==> src/rtl/multicycle_control.sv <==
// Control unit for a multicycle RV32I subset core: lw, sw, R-type, I-type ALU,
// jal, beq. A Moore FSM steps each instruction through its datapath phases.
// The per-state control word is registered alongside the state register, so
// every control output apart from the live decodes comes straight from a flop.
// PCWrite also depends combinationally on Zero for beq. ALUControl and ImmSrc
// are decoded live from the instruction fields.
// While RST is low the FSM sits in FETCH and all write enables are held at 0.
//
// Build option: define ILLEGAL_TRAP_EN to send unrecognised opcodes to a
// sticky TRAP state that raises Illegal and only leaves on reset. Without it,
// unrecognised opcodes act as a two-cycle NOP and Illegal is tied to 0.
// State is the debug view of the FSM.
module multicycle_control (
  input  logic       CLK,
  input  logic       RST,
  input  logic [6:0] Op,
  input  logic [2:0] Funct3,
  input  logic       Funct7b5,
  input  logic       Zero,
  output logic       PCWrite,
  output logic       AdrSrc,
  output logic       MemWrite,
  output logic       IRWrite,
  output logic       RegWrite,
  output logic [1:0] ResultSrc,
  output logic [1:0] ALUSrcA,
  output logic [1:0] ALUSrcB,
  output logic [1:0] ImmSrc,
  output logic [2:0] ALUControl,
  output logic [3:0] State,
  output logic       Illegal
);

  localparam logic [6:0] OP_LW  = 7'b0000011;
  localparam logic [6:0] OP_SW  = 7'b0100011;
  localparam logic [6:0] OP_R   = 7'b0110011;
  localparam logic [6:0] OP_I   = 7'b0010011;
  localparam logic [6:0] OP_JAL = 7'b1101111;
  localparam logic [6:0] OP_BEQ = 7'b1100011;

  typedef enum logic [3:0] {
    S_FETCH    = 4'd0,
    S_DECODE   = 4'd1,
    S_MEMADR   = 4'd2,
    S_MEMREAD  = 4'd3,
    S_MEMWB    = 4'd4,
    S_MEMWRITE = 4'd5,
    S_EXECUTER = 4'd6,
    S_ALUWB    = 4'd7,
    S_EXECUTEI = 4'd8,
    S_JAL      = 4'd9,
    S_BEQ      = 4'd10,
    S_TRAP     = 4'd11
  } state_t;

  // Control word held in flops next to the state register.
  typedef struct packed {
    logic       pcupdate;
    logic       branch;
    logic       adrsrc;
    logic       memwrite;
    logic       irwrite;
    logic       regwrite;
    logic [1:0] resultsrc;
    logic [1:0] alusrca;
    logic [1:0] alusrcb;
    logic [1:0] aluop;
  } ctrl_t;

  state_t state;
  state_t state_nxt;
  ctrl_t  ctrl;

  // Moore output table: the control word that goes with each state.
  function automatic ctrl_t ctrl_for(input state_t s);
    ctrl_t c;
    c = '0;
    case (s)
      S_FETCH: begin
        c.irwrite   = 1'b1;
        c.alusrcb   = 2'b10;
        c.resultsrc = 2'b10;
        c.pcupdate  = 1'b1;
      end
      S_DECODE: begin
        c.alusrca = 2'b01;
        c.alusrcb = 2'b01;
      end
      S_MEMADR: begin
        c.alusrca = 2'b10;
        c.alusrcb = 2'b01;
      end
      S_MEMREAD: c.adrsrc = 1'b1;
      S_MEMWB: begin
        c.resultsrc = 2'b01;
        c.regwrite  = 1'b1;
      end
      S_MEMWRITE: begin
        c.adrsrc   = 1'b1;
        c.memwrite = 1'b1;
      end
      S_EXECUTER: begin
        c.alusrca = 2'b10;
        c.alusrcb = 2'b00;
        c.aluop   = 2'b10;
      end
      S_ALUWB: c.regwrite = 1'b1;
      S_EXECUTEI: begin
        c.alusrca = 2'b10;
        c.alusrcb = 2'b01;
        c.aluop   = 2'b10;
      end
      S_JAL: begin
        c.alusrca  = 2'b01;
        c.alusrcb  = 2'b10;
        c.pcupdate = 1'b1;
      end
      S_BEQ: begin
        c.alusrca = 2'b10;
        c.alusrcb = 2'b00;
        c.branch  = 1'b1;
        c.aluop   = 2'b01;
      end
      default: c = '0;
    endcase
    return c;
  endfunction

  // Next-state selection from the current state and the opcode.
  always_comb begin
    state_nxt = S_FETCH;
    case (state)
      S_FETCH: state_nxt = S_DECODE;
      S_DECODE: begin
        case (Op)
          OP_LW, OP_SW: state_nxt = S_MEMADR;
          OP_R:         state_nxt = S_EXECUTER;
          OP_I:         state_nxt = S_EXECUTEI;
          OP_JAL:       state_nxt = S_JAL;
          OP_BEQ:       state_nxt = S_BEQ;
`ifdef ILLEGAL_TRAP_EN
          default:      state_nxt = S_TRAP;
`else
          default:      state_nxt = S_FETCH;
`endif
        endcase
      end
      S_MEMADR:   state_nxt = (Op == OP_LW) ? S_MEMREAD : S_MEMWRITE;
      S_MEMREAD:  state_nxt = S_MEMWB;
      S_MEMWB:    state_nxt = S_FETCH;
      S_MEMWRITE: state_nxt = S_FETCH;
      S_EXECUTER: state_nxt = S_ALUWB;
      S_EXECUTEI: state_nxt = S_ALUWB;
      S_JAL:      state_nxt = S_ALUWB;
      S_ALUWB:    state_nxt = S_FETCH;
      S_BEQ:      state_nxt = S_FETCH;
`ifdef ILLEGAL_TRAP_EN
      S_TRAP:     state_nxt = S_TRAP;
`endif
      default:    state_nxt = S_FETCH;
    endcase
  end

  // State register plus its registered control word; reset lands in FETCH.
  always_ff @(posedge CLK or negedge RST) begin
    if (!RST) begin
      state <= S_FETCH;
      ctrl  <= ctrl_for(S_FETCH);
    end else begin
      state <= state_nxt;
      ctrl  <= ctrl_for(state_nxt);
    end
  end

`ifdef ILLEGAL_TRAP_EN
  logic illegal_r;

  // Illegal flag follows entry into TRAP; reset clears it.
  always_ff @(posedge CLK or negedge RST) begin
    if (!RST) illegal_r <= 1'b0;
    else      illegal_r <= (state_nxt == S_TRAP);
  end

  assign Illegal = illegal_r;
`else
  assign Illegal = 1'b0;
`endif

  // ALU operation from ALUOp and the function fields.
  always_comb begin
    ALUControl = 3'b000;
    case (ctrl.aluop)
      2'b00: ALUControl = 3'b000;
      2'b01: ALUControl = 3'b001;
      2'b10: begin
        case (Funct3)
          3'b000:  ALUControl = (Op[5] & Funct7b5) ? 3'b001 : 3'b000;
          3'b010:  ALUControl = 3'b101;
          3'b110:  ALUControl = 3'b011;
          3'b111:  ALUControl = 3'b010;
          default: ALUControl = 3'b000;
        endcase
      end
      default: ALUControl = 3'b000;
    endcase
  end

  // Immediate format straight from the opcode, in every state.
  always_comb begin
    ImmSrc = 2'b00;
    case (Op)
      OP_SW:   ImmSrc = 2'b01;
      OP_BEQ:  ImmSrc = 2'b10;
      OP_JAL:  ImmSrc = 2'b11;
      default: ImmSrc = 2'b00;
    endcase
  end

  // Write enables are held low for as long as reset is asserted.
  assign PCWrite   = RST & (ctrl.pcupdate | (ctrl.branch & Zero));
  assign MemWrite  = RST & ctrl.memwrite;
  assign IRWrite   = RST & ctrl.irwrite;
  assign RegWrite  = RST & ctrl.regwrite;
  assign AdrSrc    = ctrl.adrsrc;
  assign ResultSrc = ctrl.resultsrc;
  assign ALUSrcA   = ctrl.alusrca;
  assign ALUSrcB   = ctrl.alusrcb;
  assign State     = state;

endmodule
==> config.mk <==
export PLATFORM = sky130hd
export DESIGN_NAME = multicycle_control
export DESIGN_NICKNAME = d
export VERILOG_FILES = /design/src/rtl/multicycle_control.sv
export SDC_FILE = /design/constraint.sdc
export NUM_CORES = 1
export LEC_CHECK = 0
export BUFFER_PORTS_ARGS = -buffer_cell sky130_fd_sc_hd__buf_2
export CAP_MARGIN = 0
export CORE_ASPECT_RATIO = 0.75
export CORE_MARGIN = 8
export CORE_UTILIZATION = 52
export DETAILED_ROUTE_END_ITERATION = 8
export PLACE_DENSITY = 0.82
export SYNTH_ARGS = -nofsm -noshare
export SYNTH_HDL_FRONTEND = slang
export SYNTH_SLANG_ARGS = --single-unit
==> constraint.sdc <==
create_clock -name CLK -period 4 [get_ports CLK]
set_clock_uncertainty 0.05 [all_clocks]
set_input_delay 0 -clock CLK [delete_from_list [all_inputs] [get_ports CLK]]
set_output_delay 0 -clock CLK [all_outputs]
set_load 0.1 [all_outputs]
==> metrics <==
Hold Path Cell Cnt=3; Setup crit end kind=flop; reg2reg end=ctrl[0]$_DFF_PN0_; path category of the worst min-delay check=in -> reg; Max-cap violations=0; Cells after Synth=97; Max-slew headroom=0.602; dpl ws=2160 ps; Die H=roughly 54 microns; Final Cycle Share=0.477; Final #Nets=143; Skew-Pair Late Insertion Delay=around 300 ps; Initial Util=0.532; Final GP Congestion=0.853; Setup-failing EPs final=0; number of synthesized flops with an enable pin=0; Post-Syn Area=a little over 1000 sq um; Avg Vias per Cell=approximately 5.4; kind of critical path=reg -> reg; Post-Syn Area per Cell=10.6 sq um; crit path from=State[2]$_DFF_PN0_; Final Hold Fails=0; CP max FO=9; CTS tree=done; DR pass1 iterations=4; Worst Hold End=State[0]$_DFF_PN0_; core box area=about 1900 sq um; H-tree levels=1; vias=slightly above 800; die area=between 3000 and 4000 sq um; number of synthesis warnings=0; Routed wire per std cell=approximately 15 microns; clock sinks=17; hold_buf cts=3; number of global-route vias before repair=809; postcts setup bufs=0; IO Pins=35; top_reg_cell synth=dfrtp_1; most common cell after layout, fill and taps aside=buf_2; number of unique standard cell types used by synthesis=42; Critical Path Source Type=flop; min-delay src=Op[3]; VDD IR-drop max=631 uV; die width=about 67 microns; Ant. Diodes=0; Routed WL=between 2 and 2.5 mm; gr usage total=0.138; Worst Tran Pin Value=591 ps; clock tree buffer depth=2; Post-DRT Antenna Nets=0; drt drc=0; worst r2r path cells=4; synthesis-stage register bit count=17; Max Slew Vio Count=0; Area growth, synth to finish=17.2%; largest net degree at the start of global routing=22; post-synthesis sequential area ratio=0.418; share of layout cells above drive strength 1=0.405; CP Data Arrival Time=between 2000 and 2500 ps; post_cts resized=0; syn nets=about 110; WP data required=4140 ps; Leak=0.582 nW; DP Wirelength=1.82 mm; Fin Setup TNS=0 ps; outcome=completed; Critical R2R Launch=State[2]$_DFF_PN0_; clk root buf=clkbuf_4; Placement Rows=14; total CTS buffers=3; pwr/cell area=~620 nW/um^2; GR Overflow Total=0; Port Buffer Count=33; final worst slack=between 2000 and 2500 ps; Final min period=between 1500 and 2000 ps; commonest cells after routing, fill and taps aside=33 x buf_2, 14 x dfrtp_1, 8 x inv_1; Starting DRT DRC Count=21; max frequency=about 520 MHz; RSZ-0062 raised after global routing=false; first-pass GRT wire length=~3.7 mm; antenna violations before repair=0; reg-to-reg slack, setup=2090 ps; final core occ=0.624; Post-synth ARST share=1.00; clock slew at reported path FFs=100 ps
## area by class of cell
class	count	area [sq um]
multi-input cells	60	485
inverters	9	35.0
clock inverters	1	5.00
flip-flops and latches	17	429
clock buffers	3	22.5
repair buffers	36	195
fillers	158	724
well taps	24	30.0
## cell families after synthesis
family	synth area share
and+or+nand+nor	0.231
AOI/OAI and AO/OA	0.177
adders and majority gates	0.0341
DFF	0.418
other	0.00366
xor gates and xnor gates	0.0171
muxes	0.0110
buffers and inverters	0.109
## worst max-delay path, cell delays in order, from the launching register on
cell      delay, ps
dfrtp_1         510
nor2_2          260
nand2_1         150
or3_1           480
a311oi_1        340
## through the flow
step	std cells	instance area [sq um]	hold slack, ps	total power [mW]
floorplan	97	1030	-346	0.628
global placement	143	1140	-110	0.648
detailed placement	143	1140	-92.4	0.660
CTS	150	1200	55.4	0.754
global route	150	1200	46.9	0.784
finish	150	1200	59.7	0.751
## report_power, final
group | leakage, nW | internal (mW) | switching, mW | total [mW]
sequential | 0.221 | 0.216 | 0.0247 | 0.240
clock | 0.0177 | 0.0374 | 0.0569 | 0.0943
combinational | 0.343 | 0.0770 | 0.340 | 0.417
## worst max-delay path by stage
| stage | end | slack (ps) | depth (start not counted) |
|---|---|---|---|
| floorplan | ALUControl[2] | 410 | 3 |
| global placement | ctrl[12]$_DFF_PN0_ | 2220 | 4 |
| detailed placement | ctrl[0]$_DFF_PN0_ | 2160 | 4 |
| CTS | ctrl[13]$_DFF_PN1_ | 2120 | 5 |
| global route | ctrl[13]$_DFF_PN1_ | 1970 | 5 |
| finish | ctrl[0]$_DFF_PN0_ | 2090 | 4 |
## sequential cells by signal (all words and copies together) (netlist names)
| signal | count |
|---|---|
| ALUSrcA | 2 |
| ALUSrcB | 2 |
| AdrSrc | 1 |
| ResultSrc | 1 |
| State | 4 |
| ctrl | 7 |
## cells in the mapped netlist, drive strengths merged, types with 2 or more instances
| cell type | count | area [sq um] |
|---|---|---|
| dfrtp | 14 | 350 |
| buf | 10 | 72.6 |
| inv | 8 | 30.0 |
| nand2 | 4 | 17.5 |
| nor3 | 4 | 20.0 |
| a21oi | 3 | 15.0 |
| and2 | 3 | 18.8 |
| dfstp | 3 | 78.8 |
| nor2 | 3 | 13.8 |
| nor3b | 3 | 22.5 |
| nor4 | 3 | 18.8 |
| o31ai | 3 | 22.5 |
| a21boi | 2 | 15.0 |
| a311oi | 2 | 17.5 |
| a31oi | 2 | 12.5 |
| and2b | 2 | 16.3 |
| ha | 2 | 25.0 |
| nand3 | 2 | 10.0 |
| nand4 | 2 | 18.8 |
| nor2b | 2 | 12.5 |
| o32ai | 2 | 17.5 |
| or3 | 2 | 12.5 |
| xnor2 | 2 | 17.5 |
## layer usage
metal	up-vias	global-route usage	part of all wire
met5	-	0	0
met4	0	0.0830	0.025
met3	6	0.0511	0.057
met2	17	0.255	0.52
met1	390	0.132	0.40
li1	403	-	-
No activity file was read; power rests on OpenSTA's default activity.
